==> config.mk <==
export PLATFORM = sky130hd
export DESIGN_NAME = led_seq_ctrl
export DESIGN_NICKNAME = d
export VERILOG_FILES = /design/src/rtl/led_seq_ctrl.sv
export SDC_FILE = /design/constraint.sdc
export NUM_CORES = 1
export LEC_CHECK = 0
export ABC_AREA = 1
export CAP_MARGIN = 20
export CORE_ASPECT_RATIO = 0.9
export CORE_MARGIN = 8
export CORE_UTILIZATION = 49
export DETAILED_ROUTE_END_ITERATION = 16
export GPL_TIMING_DRIVEN = 0
export PLACE_DENSITY = 0.69
export REMOVE_ABC_BUFFERS = 1
export SLEW_MARGIN = 30
export SYNTH_ARGS = -nofsm -noshare
export SYNTH_HDL_FRONTEND = slang
export SYNTH_SLANG_ARGS = --single-unit
==> constraint.sdc <==
create_clock -name clk -period 3.5 [get_ports clk]
set_clock_uncertainty 0.2 [all_clocks]
set_input_delay 0.875 -clock clk [delete_from_list [all_inputs] [get_ports clk]]
set_output_delay 0.875 -clock clk [all_outputs]
set_load 0.03 [all_outputs]
==> src/rtl/led_seq_ctrl.sv <==
// -----------------------------------------------------------------------------
// led_seq_ctrl
//   Pattern sequencer for a 4-LED bank. It divides clk into a programmable
//   step period and walks the LEDs through one of five patterns:
//   walk-left, walk-right, ping-pong, blink and count.
//
//   Configuration uses a valid/ready port. A transfer happens when
//   cfg_valid && cfg_ready at a posedge. The level input `run` starts and
//   pauses the sequence. All outputs are registered.
//
//   Optional feature (compile macro LED_PWM_EN):
//     Adds the input pwm_duty[3:0] and a free-running 4-bit PWM counter.
//     The registered LED drive is then gated by (pwm_cnt < pwm_duty).
//
// Parameters:
//   CLK_DIV   step period in clk cycles after reset
//   DEF_MODE  pattern mode after reset
//
// Ports:
//   clk         system clock
//   rstn        asynchronous active-low reset
//   run         1 = sequence advances, 0 = pause
//   cfg_valid   config request
//   cfg_ready   config accept (low only during the LOAD cycle)
//   cfg_mode    pattern mode 0..4; values 5..7 are latched as 0
//   cfg_period  step period in cycles; 0 is latched as 1
//   pwm_duty    (LED_PWM_EN only) LED brightness duty, 0..15
//   led_data    registered LED drive, bit0 = LED0
//   step        one-cycle pulse aligned with each pattern advance
//   mode        currently latched mode
// -----------------------------------------------------------------------------
module led_seq_ctrl #(
  parameter logic [31:0] CLK_DIV  = 32'd50_000_000,
  parameter logic [2:0]  DEF_MODE = 3'd0
) (
  input  logic        clk,
  input  logic        rstn,
  input  logic        run,
  input  logic        cfg_valid,
  output logic        cfg_ready,
  input  logic [2:0]  cfg_mode,
  input  logic [31:0] cfg_period,
`ifdef LED_PWM_EN
  input  logic [3:0]  pwm_duty,
`endif
  output logic [3:0]  led_data,
  output logic        step,
  output logic [2:0]  mode
);

  typedef enum logic [1:0] {IDLE, LOAD, RUN, HOLD} state_t;
  typedef enum logic {DIR_UP, DIR_DOWN} dir_t;

  state_t      state_q, state_d;
  dir_t        dir_q, dir_d;
  logic [31:0] period_q, period_d;
  logic [31:0] timer_q, timer_d;
  logic [3:0]  pat_q, pat_d;
  logic [2:0]  mode_d;
  logic        step_d;
  logic        xfer;

  // Pattern that a mode starts from after LOAD.
  function automatic logic [3:0] start_pat(input logic [2:0] m);
    case (m)
      3'd1:    return 4'b1000;
      3'd3:    return 4'b1111;
      3'd4:    return 4'b0000;
      default: return 4'b0001;
    endcase
  endfunction

  assign xfer = cfg_valid && cfg_ready;

  always_comb begin
    // NOTE: every always_comb output gets a default first, so no path can
    // leave a signal unassigned and infer a latch.
    state_d  = state_q;
    dir_d    = dir_q;
    period_d = period_q;
    timer_d  = timer_q;
    pat_d    = pat_q;
    mode_d   = mode;
    step_d   = 1'b0;

    // A cfg transfer is accepted in IDLE, RUN and HOLD. It always takes
    // priority over an advance in the same cycle.
    if (xfer && state_q != LOAD) begin
      state_d  = LOAD;
      mode_d   = (cfg_mode > 3'd4) ? 3'd0 : cfg_mode;
      period_d = (cfg_period == 32'd0) ? 32'd1 : cfg_period;
    end

    case (state_q)
      IDLE: begin
        pat_d   = 4'b0000;
        timer_d = 32'd0;
        if (!xfer && run) state_d = LOAD;
      end
      LOAD: begin
        pat_d   = start_pat(mode);
        timer_d = 32'd0;
        dir_d   = DIR_UP;
        state_d = run ? RUN : HOLD;
      end
      RUN: begin
        if (!xfer) begin
          if (!run) begin
            state_d = HOLD;
          end else if (timer_q == period_q - 32'd1) begin
            timer_d = 32'd0;
            step_d  = 1'b1;
            case (mode)
              3'd0: pat_d = {pat_q[2:0], pat_q[3]};
              3'd1: pat_d = {pat_q[0], pat_q[3:1]};
              3'd2: begin
                // Ping-pong turns around at the ends without repeating them.
                if (dir_q == DIR_UP) begin
                  if (pat_q == 4'b1000) begin
                    pat_d = 4'b0100;
                    dir_d = DIR_DOWN;
                  end else begin
                    pat_d = pat_q << 1;
                  end
                end else begin
                  if (pat_q == 4'b0001) begin
                    pat_d = 4'b0010;
                    dir_d = DIR_UP;
                  end else begin
                    pat_d = pat_q >> 1;
                  end
                end
              end
              3'd3:    pat_d = ~pat_q;
              3'd4:    pat_d = pat_q + 4'd1;
              default: pat_d = pat_q;
            endcase
          end else begin
            timer_d = timer_q + 32'd1;
          end
        end
      end
      HOLD: begin
        // The timer stays frozen, so counting resumes where it stopped.
        if (!xfer && run) state_d = RUN;
      end
      default: state_d = IDLE;
    endcase
  end

`ifdef LED_PWM_EN
  logic [3:0] pwm_cnt_q;
  logic [3:0] led_d;
  assign led_d = pat_d & {4{pwm_cnt_q < pwm_duty}};

  always_ff @(posedge clk or negedge rstn) begin
    if (!rstn) pwm_cnt_q <= 4'd0;
    else       pwm_cnt_q <= pwm_cnt_q + 4'd1;
  end
`else
  logic [3:0] led_d;
  assign led_d = pat_d;
`endif

  // NOTE: sequential state uses non-blocking assignments only. Every
  // register then samples pre-edge values, whatever the statement order.
  always_ff @(posedge clk or negedge rstn) begin
    if (!rstn) begin
      state_q   <= IDLE;
      dir_q     <= DIR_UP;
      period_q  <= CLK_DIV;
      timer_q   <= 32'd0;
      pat_q     <= 4'b0000;
      mode      <= DEF_MODE;
      led_data  <= 4'b0000;
      step      <= 1'b0;
      cfg_ready <= 1'b1;
    end else begin
      state_q   <= state_d;
      dir_q     <= dir_d;
      period_q  <= period_d;
      timer_q   <= timer_d;
      pat_q     <= pat_d;
      mode      <= mode_d;
      led_data  <= led_d;
      step      <= step_d;
      // cfg_ready is registered, so it reflects the state being entered.
      cfg_ready <= (state_d != LOAD);
    end
  end

endmodule
==> reports/qor.txt <==
number of synthesized register bits: 76
CTS Sinks: 76
Crit Path Max Fanout: 21
Comb power frac: 0.471
gr ovfl total: 0
clk root buf: clkbuf_16
Slew Viols, Final: 0
Chip Height: 117 um
hold slack final: 0.247 ns
total number of vias: 5328
CTS max path bufs: 2
clock-pin slew on the worst setup and hold paths: 0.06 ns
RR Endpoint: pat_q[0]
DIE AREA: 14900 um2
status: complete, no violations
Slew HR: 0.429
Row Count: 36
Pleak: 2.97 nW
share of cells above drive strength 1: 0.0730
FF-to-FF path depth: 17
post-synthesis sequential area ratio: 0.348
asr flop ratio synth: 1.00
first-pass GRT wire length: 24.8 mm
Mapped Area: 5510 um2
CTS tree: yes
fin nets: 907
Final min period: 3.23 ns
Worst Path Required: 3.57 ns
Routed WL: 14.8 mm
Internal: 2.59 mW
Core Footprint: 10900 um2
vias in the first global route: 5217
clock network power share: 0.215
largest net degree at the start of global routing: 51
Mapped Avg Cell Area: 6.77 um2
power density over cell area: 719 nW/um2
Antenna diodes: 0
DR vias/cell: 5.25
fin crit share: 0.923
DP Wirelength: 11.6 mm
gpl congestion: 0.971
worst IR drop on VDD: 399 uV
First DRT Iteration DRCs: 375
clk_lat worst skew: 0.34 ns
# DRC: 0
Port Buffer Count: 47
Die X: 128 um
Pre-antenna DRT Iters: 5
Critical Path Sink Type: register
CP arrival: 3.30 ns
final hold violation count: 0
Synth Flop Type: dfrtp_1
Reg power frac: 0.314
worst r2r src: period_q[0]
total power: 4.69 mW
Psw: 2.10 mW
initial antenna violation count: 0
fmax: 0.309 GHz
Sw Ratio: 0.448
CTS Buf Count: 9
Max Cap Viol: 0
Slew @ Worst Pin: 0.855 ns
RSZ-0062 raised after global routing: no
startpoint types: primary input
R2R setup slack: 0.60 ns
total track usage: 0.210
Yosys cell types: 45
Final Setup Violations: 0
Cells after Synth: 814
P&R area growth vs syn: 18.3%
Post-synth EDFFs: 0
hold_buf cts: 0
Starting Density: 0.506
Ys Warns: 0
critical path class: in -> reg
WL/cell: 14.6 um
H-tree depth: 3
Antenna Nets Post-Route: 0
I/O pin count: 48
HP Class: in -> async
## placed cells by master (no fill, tap or decap), types with 3 or more instances in the layout
master / count
nand3b_1: 10
inv_2: 4
clkbuf_16: 9
buf_16: 3
nor3_1: 15
a22oi_1: 5
nor4_1: 10
clkdlybuf4s50_1: 46
nor2_4: 6
nand4_1: 18
inv_1: 92
nor2_2: 8
xor2_1: 27
o21bai_1: 3
a21boi_0: 3
ha_1: 9
dfstp_2: 13
nand3_1: 43
dfrtp_1: 63
o31ai_1: 3
o21ai_0: 33
nand2_2: 5
xnor2_1: 20
nor2_1: 91
a21oi_1: 39
nand2_1: 251
## power groups by stage
| stage | clock network, mW | registers, mW | logic [mW] |
|---|---|---|---|
| 6_report | 1.01 | 1.47 | 2.21 |
| 3_5_place_dp | 0 | 1.48 | 2.18 |
| 3_3_place_gp | 0 | 1.47 | 2.05 |
| 5_1_grt | 1.05 | 1.51 | 2.52 |
| 2_1_floorplan | 0 | 1.46 | 1.49 |
| 4_1_cts | 1.02 | 1.47 | 2.20 |
## registers in the layout (all words and copies together), names as in the netlist
signal and count:
cfg_ready 1, mode 3, period_q 32, step 1
state_q 2, timer_q 32, pat_q 4, dir_q 1
## cells in the mapped netlist, types with 2 or more instances
master,instances,area [um2]
nand2_1,251,942
xnor2_1,20,175
nor4_1,11,68.8
a21boi_0,3,22.5
a22oi_1,5,37.5
buf_1,2,7.51
nor2_1,92,345
o21bai_1,3,22.5
inv_1,92,345
ha_1,9,113
nor3_1,15,75.1
nand3_1,43,215
o21ai_1,2,10.0
o21ai_0,33,165
buf_2,3,15.0
and2_1,2,12.5
nand2_4,2,22.5
nand3b_1,10,75.1
a21oi_1,40,200
o31ai_1,3,22.5
buf_4,2,15.0
dfstp_2,13,342
dfrtp_1,63,1580
buf_6,2,22.5
xor2_1,27,236
nor2_4,5,56.3
nand3_2,2,20.0
nor2_2,8,50.1
o211ai_1,2,15.0
clkbuf_1,9,33.8
nand2_2,5,31.3
nand4_1,18,113
inv_2,4,15.0
o22ai_1,2,12.5
## per-layer routing
metal | global-route usage | vias to the layer above | wire length [um]
met1 | 0.281 | 2481 | 7010
met4 | 0.0617 | 0 | 225
li1 | - | 2705 | -
met5 | 0 | - | 0
met3 | 0.0434 | 16 | 843
met2 | 0.336 | 126 | 6750
## how the worst max path moves through the flow
stage,start,endpoint,slack (ns),cells past startpoint
floorplan,cfg_valid,timer_q[29],-0.80,13
global placement,run,timer_q[29],-2.52,13
detailed placement,cfg_valid,timer_q[24],-0.30,10
CTS,cfg_valid,timer_q[24],0.06,10
global route,cfg_valid,timer_q[29],0.02,16
finish,cfg_valid,timer_q[29],0.27,16
## cell type report
| type | count | area (um2) |
|---|---|---|
| Multi-Input combinational cell | 623 | 3160 |
| Fill cell | 1048 | 4380 |
| Clock inverter | 4 | 73.8 |
| Sequential cell | 76 | 1920 |
| Inverter | 97 | 364 |
| Clock buffer | 11 | 243 |
| Tap cell | 152 | 190 |
| Timing Repair Buffer | 52 | 573 |
## logic make-up (layout without fill, tap and decap cells)
group / after synthesis / in the layout / synth area share
AND/OR/NAND/NOR: 466 / 466 / 0.370
AO/OA/AOI/OAI: 101 / 101 / 0.104
adder cells (fa/ha/maj): 9 / 9 / 0.0204
flip-flops: 76 / 76 / 0.348
XOR/XNOR: 47 / 47 / 0.0747
buffers and inverters: 115 / 164 / 0.0831
## what timing repair did
action / CTS / global route
endpoints found under the hold margin: 0 / 0
endpoints found under the setup margin: 0 / 6
setup buffers: 0 / 1
resized for setup: 0 / 1
## per-stage QoR
stage	utilization	setup TNS, ns	worst slack [ns]	instance area (um2)	std cells
final	0.598	0	0.268	6520	1015
after detailed placement	0.568	-1.64	-0.295	6190	999
after floorplan	-	-15.87	-0.798	5420	796
after global placement	0.558	-220.02	-2.52	6080	995
after CTS	0.597	0	0.0621	6510	1014
after global routing	0.598	0	0.0153	6520	1015
## worst max-delay path, cell delays in order
cell and delay (ns):
clkdlybuf4s50_1 0.42, nand2_1 0.14, nand2_1 0.19, a21oi_4 0.24, buf_8 0.19, buf_16 0.16, inv_2 0.09, nor2_4 0.15
nand3_1 0.11, inv_1 0.09, nand3b_1 0.11, nor2_1 0.15, nand2_1 0.08, xnor2_1 0.13, inv_1 0.05, a21oi_1 0.11
Power figures use the tool's default switching activity.
